===== config.mk =====
export PLATFORM = sky130hd
export DESIGN_NAME = program_loader
export DESIGN_NICKNAME = d
export VERILOG_FILES = /design/src/rtl/program_loader.sv
export SDC_FILE = /design/constraint.sdc
export NUM_CORES = 1
export LEC_CHECK = 0
export CORE_UTILIZATION = 35
export DETAILED_ROUTE_END_ITERATION = 12
export PLACE_DENSITY = 0.66
export SLEW_MARGIN = 20
export SYNTH_ARGS = -nofsm -noshare
export SYNTH_HDL_FRONTEND = slang
export SYNTH_SLANG_ARGS = --single-unit

===== constraint.sdc =====
create_clock -name clk -period 1.7 [get_ports clk]
set_input_delay 0.425 -clock clk [delete_from_list [all_inputs] [get_ports clk]]
set_output_delay 0.425 -clock clk [all_outputs]
set_load 0.05 [all_outputs]

===== src/rtl/program_loader.sv =====
// Byte-stream program loader: writes two 4-bit opcodes per data byte into instruction RAM
// and holds the CPU in reset while loading. Define PROGRAM_LOADER_CHECKSUM_EN for the trailing XOR checksum.
module program_loader #(
  parameter int ADDR_WIDTH   = 8,
  parameter int OPCODE_WIDTH = 4
) (
  input  logic                    clk,
  input  logic                    reset,
  input  logic                    start,
  input  logic [7:0]              rx_data,
  input  logic                    rx_valid,
  output logic                    rx_ready,
  output logic                    mem_we,
  output logic [ADDR_WIDTH-1:0]   mem_addr,
  output logic [OPCODE_WIDTH-1:0] mem_wdata,
  output logic                    cpu_hold,
  output logic                    done,
  output logic                    error
);

  localparam int unsigned MAX_LEN = 1 << (ADDR_WIDTH - 1);

  typedef enum logic [2:0] {
    IDLE,
    LEN,
    DATA,
    WR_HI,
    WR_LO,
`ifdef PROGRAM_LOADER_CHECKSUM_EN
    CHK,
`endif
    DONE,
    ERR
  } state_t;

  state_t                state, next;
  logic [ADDR_WIDTH-1:0] ptr;
  logic [7:0]            cnt;
  logic [7:0]            byte_q;
  logic                  xfer;
  logic                  len_bad;
`ifdef PROGRAM_LOADER_CHECKSUM_EN
  logic [7:0]            csum;
`endif

  assign xfer    = rx_valid && rx_ready;
  assign len_bad = (rx_data == 8'd0) || (32'(rx_data) > MAX_LEN);

  always_ff @(posedge clk or negedge reset) begin
    if (!reset) state <= IDLE;
    else        state <= next;
  end

  // done/error/cpu_hold decode straight from state, so reset clears them in the same cycle
  always_comb begin
    next      = state;
    rx_ready  = 1'b0;
    mem_we    = 1'b0;
    mem_addr  = '0;
    mem_wdata = '0;
    cpu_hold  = 1'b0;
    done      = 1'b0;
    error     = 1'b0;
    unique case (state)
      IDLE: begin
        if (start) next = LEN;
      end
      LEN: begin
        rx_ready = 1'b1;
        cpu_hold = 1'b1;
        if (xfer) next = len_bad ? ERR : DATA;
      end
      DATA: begin
        rx_ready = 1'b1;
        cpu_hold = 1'b1;
        if (xfer) next = WR_HI;
      end
      WR_HI: begin
        cpu_hold  = 1'b1;
        mem_we    = 1'b1;
        mem_addr  = ptr;
        mem_wdata = OPCODE_WIDTH'(byte_q[7:4]);
        next      = WR_LO;
      end
      WR_LO: begin
        cpu_hold  = 1'b1;
        mem_we    = 1'b1;
        mem_addr  = ptr + ADDR_WIDTH'(1);
        mem_wdata = OPCODE_WIDTH'(byte_q[3:0]);
`ifdef PROGRAM_LOADER_CHECKSUM_EN
        next      = (cnt != 8'd0) ? DATA : CHK;
`else
        next      = (cnt != 8'd0) ? DATA : DONE;
`endif
      end
`ifdef PROGRAM_LOADER_CHECKSUM_EN
      CHK: begin
        rx_ready = 1'b1;
        cpu_hold = 1'b1;
        if (xfer) next = (rx_data == csum) ? DONE : ERR;
      end
`endif
      DONE: begin
        done = 1'b1;
        if (start) next = LEN;
      end
      ERR: begin
        error    = 1'b1;
        cpu_hold = 1'b1;
        if (start) next = LEN;
      end
      default: next = IDLE;
    endcase
  end

  always_ff @(posedge clk or negedge reset) begin
    if (!reset) begin
      ptr    <= '0;
      cnt    <= '0;
      byte_q <= '0;
`ifdef PROGRAM_LOADER_CHECKSUM_EN
      csum   <= '0;
`endif
    end else begin
      case (state)
        IDLE, DONE, ERR: begin
          if (start) begin
            ptr  <= '0;
`ifdef PROGRAM_LOADER_CHECKSUM_EN
            csum <= '0;
`endif
          end
        end
        LEN: begin
          if (xfer) cnt <= rx_data;
        end
        DATA: begin
          if (xfer) begin
            byte_q <= rx_data;
            cnt    <= cnt - 8'd1;
`ifdef PROGRAM_LOADER_CHECKSUM_EN
            csum   <= csum ^ rx_data;
`endif
          end
        end
        WR_LO: begin
          ptr <= ptr + ADDR_WIDTH'(2);
        end
        default: ;
      endcase
    end
  end

endmodule


==> results.toml, run 1 <==
[power]
fin_total_pwr_mw = 4.68
switchingPower_mw = 2.00
p_int_mw = 2.68
clock_power_share_pct = 8.8
p_sw_share_pct = 42.7
p_comb_share_pct = 66.1
p_per_area_mw_per_mm2 = 1770
p_leak_nw = 1.17
p_seq_share_pct = 25.1
ir_drop_mv = 0.849

[global_route]
grt_pass1_vias = 1510
grtUsageTotal_pct = 19.8
grt_first_pass_wirelength_um = 7000
grt.overflow.total = 0
grt_max_degree = 27
antenna_found_initial = 0

[floorplan]
die_h_um = 68.6
num_rows = 23
die-area_mm2 = 0.00470
die_w_um = 68.6
initial_core_util_pct = 37.7
core_mm2 = 0.00412
ios = 29

[status]
violations = "negative setup slack"
status = "finished, violations left"

[drt]
drt_wl_total_um = 4130
route.detailed.drc = 0
avgViaCountPerCell = 5.22
ant_nets = 0
routedWlPerCell_um = 14.5
first_pass_iters = 4
vias = 1492
dr.first_iter.drc_count = 88

[hold_path]
hold_end = "byte_q[0]$_DFFE_PN0P_"
hp-class = "reg2reg"
hold-path-cell-count = 2
hold_start = "byte_q[0]$_DFFE_PN0P_"

[clock_network]
clk_pin_slew_worst_paths_ns = 0.09
htreeDepth = 1
cts_buffer_depth = 2
root_buffer = "clkbuf_8"
numCtsBuffers = 3
cts_tree = "done"
clock_latency_ns = 0.27
clock-sinks = 26
hold_buffers = 0

[synthesis]
synthCells = 171
ys_ff_latch = 26
yosysWarnings = 0
postSynthAreaPerCell_um2 = 9.07
yosysSeqAreaShare_pct = 41.9
yosysUniqueCellTypes = 43
synthesis.area_mm2 = 0.00155
yosysMostFrequentCell = "dfrtp_1"
synthArstFlopShare_pct = 100
synth_top_area_cell = "dfrtp_1"
synth_edf_count = 0
synth_common_cells = "dfrtp_1, nand2_1, nor2_1"
synth_nets = 185
synthTopCellsByArea = "dfrtp_1, mux2_1, a22o_1, a21oi_1, nand2_1"
synth_top_area_share_pct = 41.9
synth_ff_type = "dfrtp_1"

[final_layout]
final_core_util_pct = 64.2
nets = 251
fillers = 320
n_antenna_cell = 0
areaGrowthSynthToFinish_pct = 70.2
drive_gt1_share_pct = 42.8

[placement]
place.gp.congestion = 0.814
dp_hpwl_um = 3120
io_buffers = 28

[setup_path]
r2r-end = "cnt[2]$_DFFE_PN0P_"
reg2reg_from = "state[1]$_DFFE_PN0P_"
critPathArrivalTime_ns = 1.49
crit_fanout = 5
worst_setup_path_start_kind = "flip-flop"
crit_start = "state[1]$_DFFE_PN0P_"
r2r_cells = 7
reg2reg_slack_ns = -0.06
critPathCaptureType = "primary output"
crit_type = "reg2out"
crit_required_ns = 1.27

[sta]
finalHoldViolCount = 0
max_slew_margin_pct = 76.6
finClkSkew_ns = 0.00160
fin_crit_ns = 1.92
slew_violations = 0
finalCritPeriodShare_pct = 113
worstMarginPinSlew_ns = 0.351
final.setup.worst_slack_ns = -0.216
setup_viol = 18
fmaxAchievable_mhz = 522
grt_setup_unrepaired = "true"
whs_ns = 0.490

[flow_run]
cap_violations = 0
[power by group through the flow]
stage               logic, mW  registers, mW  clock network [mW]
floorplan                1.61           1.12                   0
global placement         2.65           1.14                   0
detailed placement       2.72           1.17                   0
CTS                      3.00           1.16               0.415
global route             3.33           1.22               0.445
finish                   3.09           1.18               0.410
[metal layers]
metal,part of all wire [%],GRT usage (%),wire length [um]
met5,0,0,0
met1,45,24.4,1870
met4,0.39,3.91,16
met2,52,36.8,2140
met3,2.6,2.30,106
[sequential cells by signal, indices dropped and copies added (netlist names)]
signal	count
byte_q	8
cnt	8
ptr	7
state	3
[layout by cell type (no fill, tap or decap), drive strengths merged, types with 2 or more instances in the layout]
cell / synthesis / final
a22o: 8 / 8
clkdlybuf4s50: 0 / 7
a21oi: 12 / 12
o21ai: 13 / 13
nor4: 2 / 2
ha: 2 / 2
nor2: 13 / 13
o21a: 2 / 2
and2: 7 / 7
nand3: 8 / 8
o22ai: 2 / 2
and3: 3 / 3
nand2b: 3 / 3
a31oi: 4 / 4
xnor2: 3 / 3
inv: 4 / 4
a211o: 2 / 2
dlymetal6s2s: 0 / 4
mux2: 8 / 8
or3: 2 / 2
clkbuf: 4 / 4
dfrtp: 26 / 26
o211ai: 2 / 2
buf: 5 / 59
or4: 3 / 3
nor3: 5 / 5
nand2: 14 / 14
or3b: 2 / 2
[cells by family (layout without fill, tap and decap cells)]
logic type	after synthesis	after routing	share of synthesized area, %
AND/OR/NAND/NOR	67	67	23.1
AO/OA/AOI/OAI	51	51	21.8
buffers and inverters	13	78	3.47
XOR/XNOR	3	3	1.69
flip-flops	26	26	41.9
adder cells (fa/ha/maj)	2	2	1.61
multiplexers	9	9	6.45
[repair_timing]
action	CTS	global route
buffers inserted	5	4
hold endpoints to repair	0	0
gates resized for setup	21	13
pin swaps	8	15
endpoints found under the setup margin	22	32
[stage by stage]
step | setup WS (ns) | instances | cell area [um^2] | setup TNS [ns]
2_1_floorplan | -0.132 | 171 | 1650 | -1.02
3_3_place_gp | -0.290 | 273 | 2360 | -0.405
3_5_place_dp | -0.359 | 273 | 2360 | -0.834
4_1_cts | -0.213 | 282 | 2550 | -2.93
5_1_grt | -0.268 | 286 | 2640 | -4.51
6_report | -0.216 | 286 | 2640 | -2.84
[final cells by class]
| cell class | instances | area [um^2] | share of cell area [%] |
|---|---|---|---|
| multi-input cells | 132 | 1030 | 38.9 |
| clock buffers | 4 | 55.1 | 2.08 |
| flip-flops and latches | 26 | 654 | 24.8 |
| inverters | 4 | 17.5 | 0.663 |
| repair buffers | 70 | 823 | 31.2 |
| well taps | 50 | 62.6 | 2.37 |
[worst max path at each step]
stage | endpoint | slack (ns)
2_1_floorplan | cpu_hold | -0.13
3_3_place_gp | state[2]$_DFFE_PN0P_ | -0.29
3_5_place_dp | state[2]$_DFFE_PN0P_ | -0.36
4_1_cts | mem_addr[1] | -0.21
5_1_grt | mem_addr[4] | -0.27
6_report | rx_ready | -0.22
[worst max-delay path: stages (launching register included)]
cell and delay [ns]:
dfrtp_2 0.46, buf_4 0.17, buf_4 0.16, xnor2_2 0.15
nor2_2 0.13, buf_12 0.15
Note: power is estimated with default switching activity, not from simulation.
==> run 2: changes to the inputs <==
--- a/constraint.sdc
+++ b/constraint.sdc
@@ -3,2 +3,2 @@
 set_output_delay 0.425 -clock clk [all_outputs]
-set_load 0.05 [all_outputs]
+set_load 0.005 [all_outputs]
==> run 2 against run 1 <==
The flow still finishes with violations (negative setup slack). Critical path depth up 1. Sequential power down 4%. Largest cell class unchanged. Combinational power down 18%. Sequential cell count unchanged. Register-to-register slack worse by 0.11 ns. Critical endpoint is now mem_addr[7].
==> results.toml, run 2 (same netlist as run 1, synthesis figures left out) <==
[final_layout]
fin_area_mm2 = 0.00252
final_common_cell = "buf_4"
drive_gt1_share_pct = 44.0
multi_input_area_um2 = 982
areaGrowthSynthToFinish_pct = 62.5
nets = 267
reg.largest.list = "byte_q: 8 flops, cnt: 8 flops, ptr: 7 flops"
layout_common_cells = "buf_4, dfrtp_1, buf_6"
n_antenna_cell = 0
layout.cells.non_filler = 302
fillers = 344
ff_latch_area_um2 = 652

[clock_network]
cts_tree = "done"
htreeDepth = 1
clock-sinks = 26
cts_buffer_depth = 2
hold_buffers = 0
numCtsBuffers = 3
clk_pin_slew_worst_paths_ns = 0.10
root_buffer = "clkbuf_8"
clock_latency_ns = 0.28

[global_route]
grt_first_pass_wirelength_um = 6970
grtUsageTotal_pct = 20.2
antenna_found_initial = 0
grt_pass1_vias = 1501
grt_max_degree = 27
grt.overflow.total = 0

[placement]
dp_hpwl_um = 2970
placed_area_mm2 = 0.00215
place.gp.congestion = 0.839
io_buffers = 28
dp.cells = 277
place_ws_ns = -0.308

[flow_run]
cap_violations = 0

[drt]
dr.first_iter.drc_count = 58
vias = 1659
first_pass_iters = 4
drt_wl_total_um = 4530
ant_nets = 0
routedWlPerCell_um = 15.0
route.detailed.drc = 0
avgViaCountPerCell = 5.49

[setup_path]
crit_type = "reg2out"
critPathArrivalTime_ns = 1.52
crit_fanout = 4
critPathCaptureType = "primary output"
worst_setup_path_start_kind = "flip-flop"
crit_required_ns = 1.27

[floorplan]
die_h_um = 68.6
ios = 29
initial_core_util_pct = 37.7
num_rows = 23
die-area_mm2 = 0.00470
core_mm2 = 0.00412
die_w_um = 68.6

[status]
status = "finished, violations left"
violations = "negative setup slack"

[sta]
finalCritPeriodShare_pct = 115
max_slew_margin_pct = 76.4
fin_crit_ns = 1.95
final.setup.worst_slack_ns = -0.248
setup_viol = 30
fmaxAchievable_mhz = 513
finalHoldViolCount = 0
worstMarginPinSlew_ns = 0.353
finClkSkew_ns = 0.00266
grt_setup_unrepaired = "true"
slew_violations = 0

[power]
ir_drop_mv = 0.927
p_per_area_mw_per_mm2 = 1670
p_leak_nw = 1.19

[hold_path]
hp-class = "reg2reg"
## run 2: cell count changes in the layout (fill, tap and decap cells not counted), sizes merged
cell,change
buf,+14
bufinv,+1
clkbuf,+1
## run 2: metal layers
metal	global-route usage [%]	wire (um)
met1	24.8	1930
met2	36.3	2320
met3	2.14	205
met4	7.03	76
met5	0	0
## run 2: layout make-up
| cell class | instances | share of cell area, % |
|---|---|---|
| tap | 50 | 2.48 |
| timing repair buffer | 86 | 29.3 |
| inverter | 4 | 0.596 |
| sequential | 26 | 25.9 |
| multi-input combinational | 132 | 39.0 |
| clock inverter | 1 | 1.19 |
| clock buffer | 3 | 1.64 |
## run 2: power by group
group | internal, mW | switching (mW) | total (mW)
registers | 0.894 | 0.241 | 1.13
clock network | 0.316 | 0.216 | 0.531
logic | 1.40 | 1.14 | 2.53
total | 2.60 | 1.60 | 4.20
## run 2: path summary, 6_finish.rpt
check                                 startpoint                    end  slack (ns)  cells after the start
max                         state[2]$_DFFE_PN0P_            mem_addr[7]       -0.25                      6
min                        byte_q[0]$_DFFE_PN0P_  byte_q[0]$_DFFE_PN0P_        0.49                      2
max reg2reg                 state[0]$_DFFE_PN0P_  byte_q[5]$_DFFE_PN0P_       -0.17                      8
min reg2reg                byte_q[0]$_DFFE_PN0P_  byte_q[0]$_DFFE_PN0P_        0.49                      2
max in group asynchronous                  reset   state[2]$_DFFE_PN0P_        0.90                      2
min in group asynchronous                  reset     ptr[5]$_DFFE_PN0P_        0.52                      2
## run 2: critical path, stage by stage, from the launching register on
cell     delay [ns]
dfrtp_2        0.45
buf_4          0.15
o22ai_4        0.20
buf_6          0.14
buf_6          0.08
and2_4         0.13
buf_6          0.09
## run 2: timing repair
item / in CTS / in global routing
setup buffers: 14 / 8
pin swaps: 15 / 18
endpoints found under the setup margin: 17 / 36
gates resized for setup: 97 / 27
## run 2: through the flow
stage	power [mW]	setup TNS [ns]	hold WS [ns]	utilization, %
after floorplan	2.15	0	0.129	-
after detailed placement	3.04	-4.12	0.478	52.3
after global routing	4.47	-4.77	0.511	61.3
final	4.20	-2.96	0.493	61.3
after global placement	2.99	-3.74	0.471	52.3
after CTS	3.97	-2.20	0.501	57.9
==> run 3: changes to the inputs <==
DONT_BUFFER_PORTS = 1   (was unset)
PLACE_DENSITY = 0.58   (was 0.66)
==> run 3 against run 2 <==
The flow still finishes with violations (negative setup slack). Clock power decreased by 2%. Via count decreased by 16%. Final area decreased by 23%.
==> results.toml, run 3 (same netlist as run 1, synthesis figures left out) <==
[hold_path]
hold_start = "rx_data[7]"
hold-path-cell-count = 1
hp-class = "in2reg"
hold_end = "byte_q[7]$_DFFE_PN0P_"

[setup_path]
critPathArrivalTime_ns = 1.31
reg2reg_slack_ns = -0.03
r2r_cells = 5
max_stage_delay_ns = 0.47
path_cells = "buf_6, o22ai_4, and2_4"
crit_type = "reg2out"
slowest_stage = "dfrtp_2"
crit_required_ns = 1.27
critPathCaptureType = "primary output"
worst_setup_path_start_kind = "flip-flop"
reg2reg_from = "state[2]$_DFFE_PN0P_"
crit_fanout = 10
r2r-end = "cnt[6]$_DFFE_PN0P_"

[final_layout]
layout_common_cells = "dfrtp_1, buf_4, nand2_1, a21oi_1, o21ai_1"
nets = 208
fillers = 393
areaGrowthSynthToFinish_pct = 25.7
reg.largest.list = "byte_q: 8 flops, cnt: 8 flops, ptr: 7 flops"
drive_gt1_share_pct = 26.4
n_antenna_cell = 0
fin_area_mm2 = 0.00195
final_common_cell = "dfrtp_1"

[power]
p_leak_nw = 0.828
clock_power_share_pct = 15.0
switchingPower_mw = 1.37
p_sw_share_pct = 39.5
p_comb_share_pct = 51.1
p_int_mw = 2.09
p_per_area_mw_per_mm2 = 1770
fin_total_pwr_mw = 3.46
p_seq_share_pct = 33.9
ir_drop_mv = 0.677

[drt]
avgViaCountPerCell = 5.74
route.detailed.drc = 0
vias = 1395
ant_nets = 0
drt_wl_total_um = 3980
first_pass_iters = 4
dr.first_iter.drc_count = 85
routedWlPerCell_um = 16.4

[floorplan]
die-area_mm2 = 0.00470
ios = 29
die_h_um = 68.6
num_rows = 23
core_mm2 = 0.00412
die_w_um = 68.6
initial_core_util_pct = 37.7

[flow_run]
cap_violations = 0

[clock_network]
clock_latency_ns = 0.27
htreeDepth = 1
clock-sinks = 26
numCtsBuffers = 3
cts_buffer_depth = 2
clk_pin_slew_worst_paths_ns = 0.09
cts_tree = "done"
root_buffer = "clkbuf_8"

[global_route]
grt_max_degree = 27
grt_pass1_vias = 1346
grt.overflow.total = 0
antenna_found_initial = 0
grtUsageTotal_pct = 19.1
grt_first_pass_wirelength_um = 6580

[sta]
slew_violations = 0
max_slew_margin_pct = 79.9
finalCritPeriodShare_pct = 102
finClkSkew_ns = 0.00237
grt_setup_unrepaired = "true"
final.setup.worst_slack_ns = -0.0359
fin_crit_ns = 1.74
fmaxAchievable_mhz = 576
finalHoldViolCount = 0
setup_viol = 11
worstMarginPinSlew_ns = 0.298

[status]
violations = "negative setup slack"
status = "finished, violations left"

[placement]
io_buffers = 0
dp_hpwl_um = 2900
placed_area_mm2 = 0.00173
place.gp.congestion = 0.774
[run 3: area by class of cell]
cell class | instances | area [um^2] | area share [%]
Multi-Input combinational cell | 132 | 918 | 47.1
Sequential cell | 26 | 654 | 33.5
Timing Repair Buffer | 27 | 229 | 11.7
Tap cell | 50 | 62.6 | 3.21
Clock buffer | 3 | 41.3 | 2.12
Clock inverter | 1 | 30.0 | 1.54
Inverter | 4 | 15.0 | 0.770
[run 3: power by group through the flow]
| stage | clock (mW) | combinational (mW) | sequential, mW |
|---|---|---|---|
| final | 0.519 | 1.77 | 1.17 |
| after detailed placement | 0 | 1.52 | 1.16 |
| after global placement | 0 | 1.48 | 1.14 |
| after floorplan | 0 | 1.05 | 1.10 |
| after global routing | 0.551 | 1.97 | 1.21 |
| after CTS | 0.530 | 1.69 | 1.16 |
[run 3: worst max-delay path by stage]
| stage | to | depth (start not counted) | start |
|---|---|---|---|
| final | mem_addr[1] | 3 | state[1]$_DFFE_PN0P_ |
| after global routing | mem_addr[6] | 3 | state[0]$_DFFE_PN0P_ |
| after CTS | mem_wdata[1] | 4 | state[2]$_DFFE_PN0P_ |
| after detailed placement | state[2]$_DFFE_PN0P_ | 5 | rx_data[3] |
| after global placement | state[2]$_DFFE_PN0P_ | 5 | rx_data[3] |
| after floorplan | cnt[7]$_DFFE_PN0P_ | 4 | cnt[0]$_DFFE_PN0P_ |
[run 3: per-layer routing]
metal	global-route usage [%]	part of all wire, %	up-vias
met4	3.13	0.58	0
met2	31.5	48	45
met3	5.26	6.4	4
met5	0	0	-
li1	-	-	673
met1	25.2	45	673
[run 3: critical path: cells and delay by family, from the launching register on]
family | cells | cell delay, ns
buf+inv | 1 | 0.17
compound gates | 1 | 0.20
simple gates | 1 | 0.19
flops | 1 | 0.47
[run 3: timing repair]
item                                    CTS  global route
hold endpoints to repair                 26             0
pin swaps                                 2             7
hold buffers                              2             0
endpoints found under the setup margin   13            24
buffers inserted                          4             2
gates resized for setup                  17             7
[run 3: through the flow]
stage          setup WS (ns)  TNS, ns  std cells  utilization, %  hold WS [ns]
2_1_floorplan         0.0438        0        171               -         0.129
3_3_place_gp          0.0590        0        232            42.1         0.130
3_5_place_dp          0.0381        0        232            42.1         0.131
4_1_cts              -0.0327   -0.223        242            46.6         0.271
5_1_grt               -0.118    -1.14        243            47.4         0.262
6_report             -0.0359   -0.262        243            47.4         0.276
